`src/rtl/inst_fetch_reg.sv`:
```
// Instruction register with a one-word memory-fetch handshake for the multicycle MIPS datapath.
// Optional fetch timeout is enabled by defining FETCH_TIMEOUT_EN.
module inst_fetch_reg #(
    parameter logic [31:0] RESET_INSTR = 32'h0000_0000,
    parameter int          TIMEOUT     = 16
) (
    input  logic        clk,
    input  logic        rst,
    input  logic        fetch_start,
    input  logic        flush,
    input  logic [31:0] pc,
    output logic        mem_req,
    output logic [31:0] mem_addr,
    input  logic        mem_ready,
    input  logic [31:0] mem_rdata,
    output logic        busy,
    output logic        ir_valid,
    output logic        align_err,
    output logic        fetch_err,
    output logic [31:0] instr,
    output logic [5:0]  op,
    output logic [5:0]  funct,
    output logic [4:0]  rs,
    output logic [4:0]  rt,
    output logic [4:0]  rd,
    output logic [4:0]  shamt,
    output logic [15:0] imm16,
    output logic [25:0] target26
);

    // Handshake: mem_req rises on the edge after an accepted fetch_start and stays
    // high, with mem_addr stable, until the first cycle where mem_ready is sampled high.
    typedef enum logic {
        S_IDLE,
        S_WAIT
    } state_t;

    state_t      state_q, state_d;
    logic [31:0] instr_q, instr_d;
    logic [31:0] mem_addr_q, mem_addr_d;
    logic        mem_req_q, mem_req_d;
    logic        ir_valid_q, ir_valid_d;
    logic        align_err_q, align_err_d;

`ifdef FETCH_TIMEOUT_EN
    localparam int CNT_W = $clog2(TIMEOUT + 1);
    logic [CNT_W-1:0] wait_cnt_q, wait_cnt_d;
    logic             fetch_err_q, fetch_err_d;
`endif

    always_comb begin
        state_d     = state_q;
        instr_d     = instr_q;
        mem_addr_d  = mem_addr_q;
        mem_req_d   = mem_req_q;
        ir_valid_d  = ir_valid_q;
        align_err_d = align_err_q;
`ifdef FETCH_TIMEOUT_EN
        wait_cnt_d  = wait_cnt_q;
        fetch_err_d = fetch_err_q;
`endif
        if (flush) begin
            state_d    = S_IDLE;
            mem_req_d  = 1'b0;
            ir_valid_d = 1'b0;
            instr_d    = RESET_INSTR;
        end else begin
            case (state_q)
                S_IDLE: begin
                    if (fetch_start) begin
                        ir_valid_d = 1'b0;
                        if (pc[1:0] == 2'b00) begin
                            mem_addr_d  = pc;
                            mem_req_d   = 1'b1;
                            align_err_d = 1'b0;
                            state_d     = S_WAIT;
`ifdef FETCH_TIMEOUT_EN
                            fetch_err_d = 1'b0;
                            wait_cnt_d  = '0;
`endif
                        end else begin
                            align_err_d = 1'b1;
                        end
                    end
                end
                S_WAIT: begin
                    if (mem_ready) begin
                        instr_d    = mem_rdata;
                        mem_req_d  = 1'b0;
                        ir_valid_d = 1'b1;
                        state_d    = S_IDLE;
`ifdef FETCH_TIMEOUT_EN
                    end else if (wait_cnt_q == CNT_W'(TIMEOUT - 1)) begin
                        fetch_err_d = 1'b1;
                        mem_req_d   = 1'b0;
                        state_d     = S_IDLE;
                    end else begin
                        wait_cnt_d = wait_cnt_q + 1'b1;
`endif
                    end
                end
                default: state_d = S_IDLE;
            endcase
        end
    end

    always_ff @(posedge clk or posedge rst) begin
        if (rst) begin
            state_q     <= S_IDLE;
            instr_q     <= RESET_INSTR;
            mem_addr_q  <= '0;
            mem_req_q   <= 1'b0;
            ir_valid_q  <= 1'b0;
            align_err_q <= 1'b0;
`ifdef FETCH_TIMEOUT_EN
            wait_cnt_q  <= '0;
            fetch_err_q <= 1'b0;
`endif
        end else begin
            state_q     <= state_d;
            instr_q     <= instr_d;
            mem_addr_q  <= mem_addr_d;
            mem_req_q   <= mem_req_d;
            ir_valid_q  <= ir_valid_d;
            align_err_q <= align_err_d;
`ifdef FETCH_TIMEOUT_EN
            wait_cnt_q  <= wait_cnt_d;
            fetch_err_q <= fetch_err_d;
`endif
        end
    end

`ifdef FETCH_TIMEOUT_EN
    assign fetch_err = fetch_err_q;
`else
    assign fetch_err = 1'b0;
`endif

    assign busy      = (state_q == S_WAIT);
    assign mem_req   = mem_req_q;
    assign mem_addr  = mem_addr_q;
    assign ir_valid  = ir_valid_q;
    assign align_err = align_err_q;
    assign instr     = instr_q;

    assign op       = instr_q[31:26];
    assign rs       = instr_q[25:21];
    assign rt       = instr_q[20:16];
    assign rd       = instr_q[15:11];
    assign shamt    = instr_q[10:6];
    assign funct    = instr_q[5:0];
    assign imm16    = instr_q[15:0];
    assign target26 = instr_q[25:0];

endmodule
```
`config.mk`:
```
export PLATFORM = sky130hd
export DESIGN_NAME = inst_fetch_reg
export DESIGN_NICKNAME = d
export VERILOG_FILES = /design/src/rtl/inst_fetch_reg.sv
export SDC_FILE = /design/constraint.sdc
export NUM_CORES = 1
export LEC_CHECK = 0
export CAP_MARGIN = 20
export CORE_ASPECT_RATIO = 1.2
export CORE_UTILIZATION = 36
export DETAILED_ROUTE_END_ITERATION = 16
export PLACE_DENSITY = 0.86
export SETUP_SLACK_MARGIN = 0.05
export SYNTH_ARGS = -nofsm -noshare
export SYNTH_HDL_FRONTEND = slang
export SYNTH_SLANG_ARGS = --single-unit
```
`constraint.sdc`:
```
create_clock -name clk -period 2.9 [get_ports clk]
set_input_delay 0.725 -clock clk [delete_from_list [all_inputs] [get_ports clk]]
set_output_delay 0.725 -clock clk [all_outputs]
set_load 0.05 [all_outputs]
```
# [Word-level counts from Yosys, hierarchy flattened]
# Cells that the tools add are included.
[word_totals] register_bits=68 out_inout_bits=143
[classes] reduce_logical=8 mux=18 eq_ne=3 n_bitwise=2
[op_table] operator="two-way mux 32 bit" n=3
[op_table] operator="two-way mux 1 bit" n=12
[op_table] operator="inequality test 3 bit (second input constant)" n=3
[op_table] operator="case mux 1 bit (2 select lines)" n=3
[op_table] operator="AND reduction 3 bit" n=2
[op_table] operator="AND reduction 2 bit" n=2
[op_table] operator="AND reduction 4 bit" n=1
[op_table] operator="nonzero test 2 bit" n=2
[op_table] operator="zero test 2 bit" n=1
[op_table] operator="NOT 1 bit" n=2

# [Longest topological paths before layout]
[logic_depth] depth_word=5 ltp_mapped=5 mapped_depth_nobuf=3

# [Worst setup path before layout]
# No wires, ideal clock.
[synth_timing] kind="register to register" start="register state_q, in the netlist busy" end="register mem_addr_q[10], in the netlist mem_addr[10]" stages_incl_launch_ff=6 setup_time_ns=0.125 required_ns=2.775 period_less_slack_ns=1.950 arrival_ns=1.825 setup_slack_ns=0.950 path_cell_list="dfrtp_1 nand2b_4 or4_4 buf_6 buf_6 mux2_4"
[synth_between] elab_chain_len=2
[synth_rtl] element="start: declaration" line="38" text="state_t state_q, state_d;"
[synth_rtl] element="start signal: assignment" line="120" text="state_q <= state_d;"
[synth_rtl] element="NOT 1 bit (no line)"
[synth_rtl] element="AND reduction 4 bit (no line)"
[synth_rtl] element="end signal: assignment" line="122" text="mem_addr_q <= mem_addr_d;"
[synth_rtl] element="end: declaration" line="40" text="logic [31:0] mem_addr_q, mem_addr_d;"
# No other way between the ends.
# A chain may end at the register's enable or synchronous reset.

# [Final worst setup path]
[layout_timing] start="register state_q, in the netlist busy" end="output port busy"
[layout_rtl] element="end: declaration" line="16" text="output logic busy,"
# No word-level cell between the ends.

==> results by group <==
Status
  • Status: completed

Timing
  • Hold slack: 487 ps
  • Post-layout minimum cycle time: 2470 ps
  • TNS Setup: 0 ps
  • Final hold viol count: 0
  • Fmax: 404 MHz
  • Worst-margin pin slew: 564 ps
  • Worst Skew: 11.2 ps
  • Fin crit share: 85.3%
  • Unrepaired setup endpoints after global routing: false
  • Slew HR: 62.4%
  • Count of pins over their slew limit: 0
  • Setup violators final: 0
  • Setup WS post-layout: 427 ps

Die
  • Die height: 105 µm
  • Std-Cell Rows: 37
  • Die ar.: 9180 µm²
  • Initial Util: 37.0%
  • Boundary Pins: 212
  • Chip width: 87.7 µm
  • CORE AREA: 8560 µm²

Power
  • P_leak: 2.17 nW
  • Clk pwr share: 25.1%
  • Switching power of the nets: 1.00 mW
  • Share of power burned in registers: 40.1%
  • Power per cell area: 557 nW/µm²
  • Peak VDD IR: 0.000332 V
  • Cell Int Power: 1.79 mW
  • Comb power frac: 34.9%
  • Switching share of power: 35.8%

Clocking
  • Clk_lat worst skew: 340 ps
  • H-tree depth: 3
  • Clk sinks: 68
  • CTS tree: built
  • Hold-fix buffers, CTS: 0
  • Post-CTS Setup Bufs: 0
  • TritonCTS Buffers: 9
  • Post_cts resized: 0
  • CTS root buffer: clkbuf_8
  • Clock-pin slew on the worst setup and hold paths: 80 ps
  • Clock buffer depth: 2

Cells and area
  • Layout cells sized above 1: 14.1%
  • # diodes: 0
  • Fillers: 684
  • Fin nets: 448
  • P&R area growth vs syn: 58.2%

Route
  • Drt drc: 0
  • Final ANT Viol Nets: 0
  • Initial DRC count: 58
  • Routed len/inst: 15.6 µm
  • Via count: 2,192
  • Final WL: 7810 µm
  • Drt first pass iters: 4
  • Vias per cell: 4.38

Flow run
  • MaxCap Viol Count: 0

Setup path
  • CP top delay family: buffers and inverters
  • Slowest stage delay, CP: 900 ps
  • Worst path cell trace: clkdlybuf4s50_1
  • Worst reg2reg path depth: 3
  • Worst r2r src: busy
  • R2r setup slk: 980 ps
  • Slowest cell on the critical path: clkdlybuf4s50_1
  • Critical path endpoint category: output port
  • Worst endpoint data arrival time: 1750 ps
  • Critical setup path kind: flop to output port
  • Startpoint types: flop
  • CP bufs+invs: 1
  • End of the worst register-to-register path: mem_addr[22]
  • Required time of the critical path: 2170 ps
  • Crit path max fanout: 8

Global routing
  • Largest net degree at the start of global routing: 47
  • GRT overflow: 0
  • Vias in the first global route: 2,266
  • First-pass GRT wire length: 11,800 µm
  • Initial antenna violation count: 0
  • Gr usage total: 17.2%

Synthesis
  • Top post-synthesis cells by count: buf_4, dfrtp_1, a22o_1
  • Area share of the largest cell type after synthesis: 53.7%
  • Yosys warning total: 0
  • Cell Area, Synth: 3170 µm²
  • Mean post-synth cell area: 13.3 µm²
  • Number of synthesized flops with an enable pin: 0
  • Post-synth top area cell: dfrtp_1
  • Seq cells post-synth: 68
  • Synth area leaders: dfrtp_1, buf_4, mux2_4
  • Dominant cell by count in the synthesized netlist: buf_4
  • Unique masters post-synth: 21
  • Post-Syn Nets: 308
  • Ys flop type: dfrtp_1
  • Async SR Flop Fraction: 100%
  • Register area share after synthesis: 53.7%
  • Synthesized netlist cell count: 239

Min path
  • Worst hold path type: flop to flop
  • Hold path depth: 1
  • Worst hold start: mem_addr[1]
  • Worst Hold Path EP: mem_addr[1]

Placement
  • IO buf count: 210
  • Post-DP HPWL: 5990 µm
  • RD Place Congestion: 0.706
  • DP Worst Slack: 361 ps
[stage by stage]
step,instances,power [mW],utilization [%],area (µm²)
after global placement,485,2.10,56.5,4830
after CTS,501,2.83,58.5,5010
after global routing,501,2.90,58.5,5010
final,501,2.79,58.5,5010
after detailed placement,485,2.11,56.5,4830
after floorplan,239,1.75,-,3170
[flip-flops by register name, summed over array words and instances, names as in the netlist]
| name | flops |
|---|---|
| align_err | 1 |
| busy | 1 |
| instr | 32 |
| ir_valid | 1 |
| mem_addr | 32 |
| mem_req | 1 |
[cells by family (layout without fill, tap and decap cells)]
group / after synthesis / in the layout / share of synthesized area, %
simple gates: 16 / 16 / 2.84
buf+inv: 87 / 232 / 20.2
compound gates: 37 / 37 / 9.43
other cells: 1 / 1 / 0.118
flops: 68 / 68 / 53.7
mux: 30 / 30 / 13.7
[power by group through the flow]
stage / logic (mW) / clock network [mW] / registers (mW)
2_1_floorplan: 0.263 / 0 / 1.49
5_1_grt: 1.01 / 0.767 / 1.13
3_5_place_dp: 0.981 / 0 / 1.13
6_report: 0.973 / 0.700 / 1.12
3_3_place_gp: 0.967 / 0 / 1.13
4_1_cts: 0.982 / 0.725 / 1.12
[placed cells by master, fill, tap and decap left out]
master	count
clkdlybuf4s50_1	210
dfrtp_1	68
a22o_1	29
mux2_4	26
clkbuf_8	10
nand2_1	5
a21oi_1	4
mux2_2	4
nand3_1	3
buf_4	3
and2_1	2
o21a_1	2
clkinvlp_4	2
clkinv_4	2
a21oi_2	1
inv_1	1
nand2b_1	1
nor2_2	1
nand2b_4	1
or4_4	1
o21ai_0	1
inv_2	1
nor2_1	1
nor3_1	1
conb_1	1
clkbuf_1	1
clkinv_2	1
buf_12	1
[worst max path at each step]
| stage | cells past startpoint | from | slack, ps | endpoint |
|---|---|---|---|---|
| after floorplan | 1 | rst | 460 | align_err |
| after global placement | 4 | fetch_start | 390 | mem_addr[21] |
| after detailed placement | 4 | fetch_start | 360 | mem_addr[22] |
| after CTS | 1 | busy | 390 | busy |
| after global routing | 1 | busy | 350 | busy |
| final | 1 | busy | 430 | busy |
[area by class of cell]
type	count	area, µm²	share of cell area [%]
inverters	2	7.51	0.150
flip-flops and latches	68	1700	33.9
clock inverters	5	37.5	0.749
multi-input cells	84	835	16.6
clock buffers	11	141	2.82
repair buffers	214	2140	42.8
well taps	117	146	2.92
[layer usage]
metal  track usage, %  share of wire [%]  vias to the layer above
li1                 -                  -                     1019
met5                0                  0                        -
met1             18.2                 36                     1037
met4             5.62                1.0                        0
met2             30.7                 53                      127
met3             6.64                9.5                        9
(Power assumes the default switching activity.)
